$ cat config.mk
export PLATFORM = sky130hd
export DESIGN_NAME = pipe_hazard_ctrl
export DESIGN_NICKNAME = d
export VERILOG_FILES = /design/src/rtl/pipe_hazard_ctrl_pkg.sv /design/src/rtl/pipe_hazard_ctrl_md_busy_cnt.sv /design/src/rtl/pipe_hazard_ctrl.sv
export SDC_FILE = /design/constraint.sdc
export NUM_CORES = 1
export LEC_CHECK = 0
export ABC_AREA = 1
export ABC_CLOCK_PERIOD_IN_PS = 3060
export CAP_MARGIN = 30
export CELL_PAD_IN_SITES_DETAIL_PLACEMENT = 2
export CELL_PAD_IN_SITES_GLOBAL_PLACEMENT = 2
export CORE_MARGIN = 2
export CORE_UTILIZATION = 27
export DETAILED_ROUTE_END_ITERATION = 16
export HOLD_SLACK_MARGIN = 0.05
export PLACE_DENSITY = 0.9
export SYNTH_ARGS = -nofsm -noshare
export SYNTH_HDL_FRONTEND = slang
export SYNTH_SLANG_ARGS = --single-unit
$ cat constraint.sdc
create_clock -name clk -period 3.06 [get_ports clk]
set_input_delay 0.306 -clock clk [delete_from_list [all_inputs] [get_ports clk]]
set_output_delay 0.306 -clock clk [all_outputs]
set_load 0.05 [all_outputs]
$ cat src/rtl/pipe_hazard_ctrl_pkg.sv
// Shared CPU constants for the hazard controller.
// Holds the front-end FSM encodings, the mult/div latency default and a control-bundle helper.
package pipe_hazard_ctrl_pkg;

  localparam int MD_LAT_DEFAULT = 16;
  localparam int MD_CNT_W       = 6;
  localparam int STALL_W        = 16;

  typedef enum logic [1:0] {
    RUN   = 2'd0,
    IMISS = 2'd1,
    REDIR = 2'd2
  } hz_state_e;

  typedef struct packed {
    logic pc_we;
    logic ifid_we;
    logic ifid_flush;
    logic idex_bubble;
  } hz_ctrl_t;

  function automatic hz_ctrl_t mk_ctrl(input logic pc_we, input logic ifid_we,
                                       input logic ifid_flush, input logic idex_bubble);
    hz_ctrl_t c;
    c.pc_we       = pc_we;
    c.ifid_we     = ifid_we;
    c.ifid_flush  = ifid_flush;
    c.idex_bubble = idex_bubble;
    return c;
  endfunction

endpackage

$ cat src/rtl/pipe_hazard_ctrl_md_busy_cnt.sv
// Mult/div occupancy counter: HI/LO stays busy for MD_LAT cycles after an issue.
module md_busy_cnt
  import pipe_hazard_ctrl_pkg::*;
#(
  parameter int MD_LAT = MD_LAT_DEFAULT
) (
  input  logic clk,
  input  logic clr,
  input  logic load,
  output logic busy
);

  logic [MD_CNT_W-1:0] r_cnt;

  always_ff @(posedge clk or posedge clr) begin
    if (clr) begin
      r_cnt <= '0;
    end else if (load) begin
      r_cnt <= MD_CNT_W'(MD_LAT);
    end else if (r_cnt != '0) begin
      r_cnt <= r_cnt - MD_CNT_W'(1);
    end
  end

  assign busy = (r_cnt != '0);

endmodule

$ cat src/rtl/pipe_hazard_ctrl.sv
// Pipeline hazard controller: load-use and HI/LO stalls, taken-branch flushes and
// instruction-miss handling, plus a saturating stall-cycle counter.
module pipe_hazard_ctrl
  import pipe_hazard_ctrl_pkg::*;
#(
  parameter int MD_LAT = MD_LAT_DEFAULT
) (
  input  logic               clk,
  input  logic               clr,
  input  logic [4:0]         id_rs,
  input  logic [4:0]         id_rt,
  input  logic               id_uses_rt,
  input  logic               id_reads_hilo,
  input  logic               md_start,
  input  logic               ex_memread,
  input  logic [4:0]         ex_rt,
  input  logic               branch_taken,
  input  logic               imem_ready,
  output logic               pc_we,
  output logic               ifid_we,
  output logic               ifid_flush,
  output logic               idex_bubble,
  output logic               md_busy,
  output logic [1:0]         state,
  output logic [STALL_W-1:0] stall_cnt
);

  hz_state_e          r_state;
  hz_state_e          w_next_state;
  hz_ctrl_t           w_ctrl;
  logic               w_load_use;
  logic               w_md_hazard;
  logic               w_md_busy;
  logic               w_md_load;
  logic [STALL_W-1:0] r_stall_cnt;

  assign w_load_use  = ex_memread && (ex_rt != 5'd0) &&
                       ((ex_rt == id_rs) || (id_uses_rt && (ex_rt == id_rt)));
  assign w_md_hazard = w_md_busy && id_reads_hilo;

  // A mult/div only issues when the IF/ID instruction actually advances into EX.
  assign w_md_load = md_start && !w_ctrl.idex_bubble;

  md_busy_cnt #(
    .MD_LAT(MD_LAT)
  ) u_md_busy_cnt (
    .clk (clk),
    .clr (clr),
    .load(w_md_load),
    .busy(w_md_busy)
  );

  always_ff @(posedge clk or posedge clr) begin
    if (clr) begin
      r_state <= RUN;
    end else begin
      r_state <= w_next_state;
    end
  end

  // Outputs depend only on inputs; the state register just remembers why fetch is waiting.
  always_comb begin
    w_next_state = r_state;
    w_ctrl       = mk_ctrl(1'b1, 1'b1, 1'b0, 1'b0);
    if (clr) begin
      w_next_state = RUN;
      w_ctrl       = mk_ctrl(1'b0, 1'b0, 1'b1, 1'b1);
    end else if (branch_taken) begin
      w_next_state = imem_ready ? RUN : REDIR;
      w_ctrl       = mk_ctrl(1'b1, 1'b1, 1'b1, 1'b1);
    end else if (!imem_ready) begin
      w_next_state = (r_state == RUN) ? IMISS : r_state;
      w_ctrl       = mk_ctrl(1'b0, 1'b1, 1'b1, 1'b0);
    end else begin
      w_next_state = RUN;
      if (w_md_hazard || w_load_use) begin
        w_ctrl = mk_ctrl(1'b0, 1'b0, 1'b0, 1'b1);
      end
    end
  end

  always_ff @(posedge clk or posedge clr) begin
    if (clr) begin
      r_stall_cnt <= '0;
    end else if (!w_ctrl.pc_we && (r_stall_cnt != '1)) begin
      r_stall_cnt <= r_stall_cnt + STALL_W'(1);
    end
  end

  assign pc_we       = w_ctrl.pc_we;
  assign ifid_we     = w_ctrl.ifid_we;
  assign ifid_flush  = w_ctrl.ifid_flush;
  assign idex_bubble = w_ctrl.idex_bubble;
  assign md_busy     = w_md_busy;
  assign state       = r_state;
  assign stall_cnt   = r_stall_cnt;

endmodule

# After elaboration in Yosys (flattened, before gate mapping)
# Cells that the tools add are included.
# W data, S select, Z words.
# word_totals
ff_bits	24
out_inout_bits	23
# op_classes
add_sub_neg	2
n_eq_ne	3
muxes	11
n_reduce_logical	15
# op_table
cell	n
$add A16 B1 Y16 const B	1
$mux W4	4
$ne A16 B16 Y1 const B	1
$mux W6	2
$eq A5 B5 Y1	2
$mux W2	5
$logic_and A1 B1 Y1	6
$reduce_bool A6 Y1	1
$sub A6 B1 Y6 const B	1
$reduce_bool A5 Y1	1
$reduce_bool A4 Y1	1
$logic_not A1 Y1	2
$logic_not A2 Y1	1
$logic_or A1 B1 Y1	2
$reduce_bool A2 Y1	1

# Longest topological paths before layout
# depth
ltp_word	12
mapped_depth	14
ltp_nobuf	13

# Modules after synthesis
# From an unflattened synthesis, not the netlist that was laid out.
# hier_totals
hier_cells	252
hier_area_um2	1706.6
# by_module_without_submodules
mod	n_inst	cells_each	area_per_inst_um2
pipe_hazard_ctrl	1	202	1317.5
md_busy_cnt	1	50	389.1

# Worst setup path before layout
# OpenSTA, ideal clock, no wires.
# synth_path
kind	register -> output
from	register u_md_busy_cnt.r_cnt[0]
to	output pc_we
t_arrival_ns	2.255
path_slack_ns	0.499
path_stages_with_launch	10
path_buffers	1
path_cell_list	dfrtp_1 > inv_1 > ha_1 > nand4_1 > nand2_1 > nand3_1 > nand2_1 > nand2_2 > clkbuf_1 > inv_1
# synth_via
elab_chain_len	7
# synth_rtl
element	line_no	text
start, declared	pipe_hazard_ctrl_md_busy_cnt.sv:13	logic [MD_CNT_W-1:0] r_cnt;
start signal, assigned	pipe_hazard_ctrl_md_busy_cnt.sv:19	r_cnt <= MD_CNT_W'(MD_LAT);
start signal, assigned	pipe_hazard_ctrl_md_busy_cnt.sv:21	r_cnt <= r_cnt - MD_CNT_W'(1);
$reduce_bool A6 Y1	pipe_hazard_ctrl_md_busy_cnt.sv:25	assign busy = (r_cnt != '0);
via md_busy	pipe_hazard_ctrl.sv:23	output logic md_busy,
$logic_and A1 B1 Y1	pipe_hazard_ctrl.sv:39	assign w_md_hazard = w_md_busy && id_reads_hilo;
$logic_or A1 B1 Y1	pipe_hazard_ctrl.sv:76	if (w_md_hazard || w_load_use) begin
$mux W4	pipe_hazard_ctrl.sv:76	
$mux W4	pipe_hazard_ctrl.sv:71	end else if (!imem_ready) begin
$mux W4	pipe_hazard_ctrl.sv:68	end else if (branch_taken) begin
$mux W4	pipe_hazard_ctrl.sv:65	if (clr) begin
end, declared	pipe_hazard_ctrl.sv:19	output logic pc_we,
# The timed path passes the listed nets, and every way through them passes these cells.

# Worst setup path after layout
# layout_path
from	input ex_rt[0]
to	output idex_bubble
# layout_via
elab_chain_len	9
# layout_rtl
element	line_no	text
start, declared	pipe_hazard_ctrl.sv:16	input logic [4:0] ex_rt,
$eq A5 B5 Y1	pipe_hazard_ctrl.sv:38	((ex_rt == id_rs) || (id_uses_rt && (ex_rt == id_rt)));
$logic_and A1 B1 Y1	pipe_hazard_ctrl.sv:38	
$logic_or A1 B1 Y1	pipe_hazard_ctrl.sv:38	
$logic_and A1 B1 Y1 (*)	pipe_hazard_ctrl.sv:37	assign w_load_use = ex_memread && (ex_rt != 5'd0) &&
$logic_or A1 B1 Y1 (*)	pipe_hazard_ctrl.sv:76	
$mux W4 (*)	pipe_hazard_ctrl.sv:76	
$mux W4 (*)	pipe_hazard_ctrl.sv:71	
$mux W4 (*)	pipe_hazard_ctrl.sv:68	
$mux W4 (*)	pipe_hazard_ctrl.sv:65	
end, declared	pipe_hazard_ctrl.sv:22	output logic idex_bubble,
# Every way passes the cells marked *; elsewhere a longest branch is shown, timed or not.

==> metrics.md <==
| Metric | Value |
|---|---|
| Status | finished clean |
| Crit start category | input pin |
| Worst slew pin tran | ~0.52 ns |
| Max incr delay on CP | 0.79 ns |
| # hold bufs at CTS | 0 |
| Post-DP HPWL | 4096 um |
| First-pass GRT wire length | about 8700 um |
| Worst reg2reg path endpoint | stall_cnt[4] |
| M1 wire length | around 2400 um |
| Detailed Route Iter0 Violations | 27 |
| R2R Setup Slk | 0.98 ns |
| Syn_area_per_cell | 6.843 um^2 |
| Number of global-route vias before repair | 1788 |
| Maxcap violations | 0 |
| Min-Delay Path Class | input pin to asynchronous set/reset pin |
| Full die area | 0.006802 mm^2 |
| Slew margin rel. | 65.22% |
| Vias | 1687 |
| RePlAce Congestion | 0.7969 |
| Overall die height | 82.48 um |
| Total GRT Usage | 16.71% |
| Share of layout cells above drive strength 1 | slightly above 5% |
| Clock sink count | 24 |
| Largest net degree at the start of global routing | 23 |
| H-Tree Depth | 1 |
| RSZ-0062 raised after global routing | false |
| Number of antenna diodes | 0 |
| Post-route DRC | 0 |
| Setup tns final | 0 ns |
| Post-synthesis instance total | approximately 240 |
| RR Startpoint | stall_cnt[0] |
| Longest Clk Path Bufs | 2 |
| P_leak | 1.197 nW |
| Area occupied by multi-input gates | 892.1 um^2 |
| Worst skew pair latency | 0.27 ns |
| Post-CTS sizing | 0 |
| TritonCTS clock tree | yes |
| CTS buffer count | 3 |
| CP arrival | 2.36 ns |
| WL/cell | 13.88 um |
| Initial DRT Pass Iterations | 2 |
| Worst Setup EP | idex_bubble |
| Syn_nets | approximately 270 |
| Final Util | 38.02% |
| Crit path kind | input pin to output port |
| Chip Width | a little over 80 um |
| Final ANT Viol Nets | 0 |
| Highest Signal Layer | met4 |
| Peak supply drop | 0.3907 mV |
| Worst path slowest cell | clkdlybuf4s50_1 |
| CP cell instances | clkdlybuf4s50_1, inv_1, nand2_1, nand2_1, nor2_1, nand3_1, nand2_1, nand2_1, nand2_1, nand2_1, nand2_1, clkdlybuf4s50_1 |
| Congestion Overflow GR | 0 |
| WL final | 5065 um |
| Min cycle time layout | 2.666 ns |
| Port bufs | 45 |
| Via/cell ratio | roughly 4.6 |
| Pwr Density | 525.6 mW/mm^2 |
| Final setup skew | 0.002445 ns |
| Crit-path max FO | 4 |
| Core Rows | 28 |
| Fin crit share | between 80% and 90% |
| Initial antenna violation count | 0 |
| Root buf cell | clkbuf_8 |
| # IOs | 46 |
| Layout filler cell count | 713 |
| Fmax | 0.3750 GHz |
| CP Capture Type | output port |
| Worst hold slack | around 0.35 ns |
| Fin. Hold Viols | 0 |
| Yosys synthesis warning count | 0 |
| Unique masters post-synth | 24 |
| Yosys reg bits | 24 |
| Post-CTS Repair Setup Buffers | 0 |
| Worst setup path startpoint | ex_rt[0] |
| Total core area | 0.005921 mm^2 |
| Pins Over Slew Limit | 0 |
| Final nets | roughly 320 |
| Reg2reg path depth | 9 |
| Initial Util | 28.09% |
| Area grow syn2layout | 35.36% |
| Clk slew on worst S/H paths | 0.09 ns |
| CP Data Required Time | 2.75 ns |
| Post-Syn Area | 0.001663 mm^2 |
| Register area | 600.6 um^2 |
| Seq/Total Area, Yosys | between 30% and 40% |
| Final setup violation count | 0 |
| DR WL met3 | 125 um |
| Cell repeated most along the worst path | nand2_1 |
| Metal2 WL | 2562 um |
-- routing by layer --
layer	GRT usage (%)	up-vias
met4	1.500	0
met1	22.59	817
met5	0	-
li1	-	847
met3	2.935	2
met2	28.87	21
-- placed cells by master (no fill, tap or decap), drive strengths merged --
cell            n
clkbuf          3
buf             4
inv            40
nor2           18
nor4            1
xor2            6
nor3            7
xnor2           9
nand3          30
dfrtp          24
nand2          89
nand4           4
ha              3
clkdlybuf4s50  43
a21oi           3
o31ai           1
a2111oi         1
o21ai           4
-- area by class of cell --
class	instances	share of cell area (%)
well taps	75	4.169
multi-input cells	176	39.63
repair buffers	47	21.01
inverters	40	6.670
flip-flops and latches	24	26.68
clock buffers	3	1.834
-- how the worst min path moves through the flow --
stage	startpoint	end	slack (ns)	depth (start not counted)
floorplan	clr	stall_cnt[0]	0.34	1
global placement	state[1]	state[0]	0.51	1
detailed placement	state[1]	state[0]	0.53	1
CTS	clr	u_md_busy_cnt.r_cnt[0]	0.35	2
global route	clr	u_md_busy_cnt.r_cnt[0]	0.37	2
finish	clr	u_md_busy_cnt.r_cnt[0]	0.35	2
-- through the flow --
step                      setup WS [ns]  power, mW  instance area [um^2]  std cells
after floorplan                  0.4995     0.8117                  1663        243
after global placement           0.4111     0.9791                  2210        362
after detailed placement         0.3846      1.005                  2210        362
after CTS                        0.3735      1.205                  2251        365
after global routing             0.1643      1.284                  2251        365
final                            0.3936      1.183                  2251        365
-- power by group --
group | total (mW) | internal (mW) | switching (mW)
sequential | 0.459 | 0.387 | 0.0722
combinational | 0.531 | 0.198 | 0.332
clock | 0.193 | 0.0883 | 0.105
-- registers in the layout (all words and copies together), names as in the netlist --
name                 flops
stall_cnt               16
u_md_busy_cnt.r_cnt      6
state                    2
-- critical path, delay by kind of cell --
family                 cells  cell delay [ns]
and+or+nand+nor            9             0.65
buffers and inverters      3             1.40
-- kinds of logic after synthesis --
| kind of cell | count (synthesis) | share of synthesized area [%] |
|---|---|---|
| XOR/XNOR | 15 | 7.901 |
| AND/OR/NAND/NOR | 149 | 40.41 |
| flip-flops | 24 | 36.12 |
| adder cells (fa/ha/maj) | 3 | 2.258 |
| AO/OA/AOI/OAI | 9 | 3.085 |
| buffers and inverters | 43 | 10.23 |
-- cell usage after synthesis --
cell type  number  area, um^2
a2111oi_0       1       8.760
a21oi_1         3       15.01
buf_2           1       5.000
buf_6           1       11.26
clkbuf_1        1       3.750
dfrtp_1        24       600.6
ha_1            3       37.54
inv_1          38       142.6
inv_2           2       7.510
nand2_1        87       326.6
nand2_2         1       6.260
nand2_4         1       11.26
nand3_1        30       150.1
nand4_1         2       12.51
nand4_2         1       12.51
nand4_4         1       21.27
nor2_1         18       67.56
nor3_1          5       25.02
nor3_4          2       32.53
nor4_1          1       6.260
o21ai_0         4       20.02
o31ai_1         1       7.510
xnor2_1         9       78.83
xor2_1          6       52.55
Power figures use the tool's default switching activity.
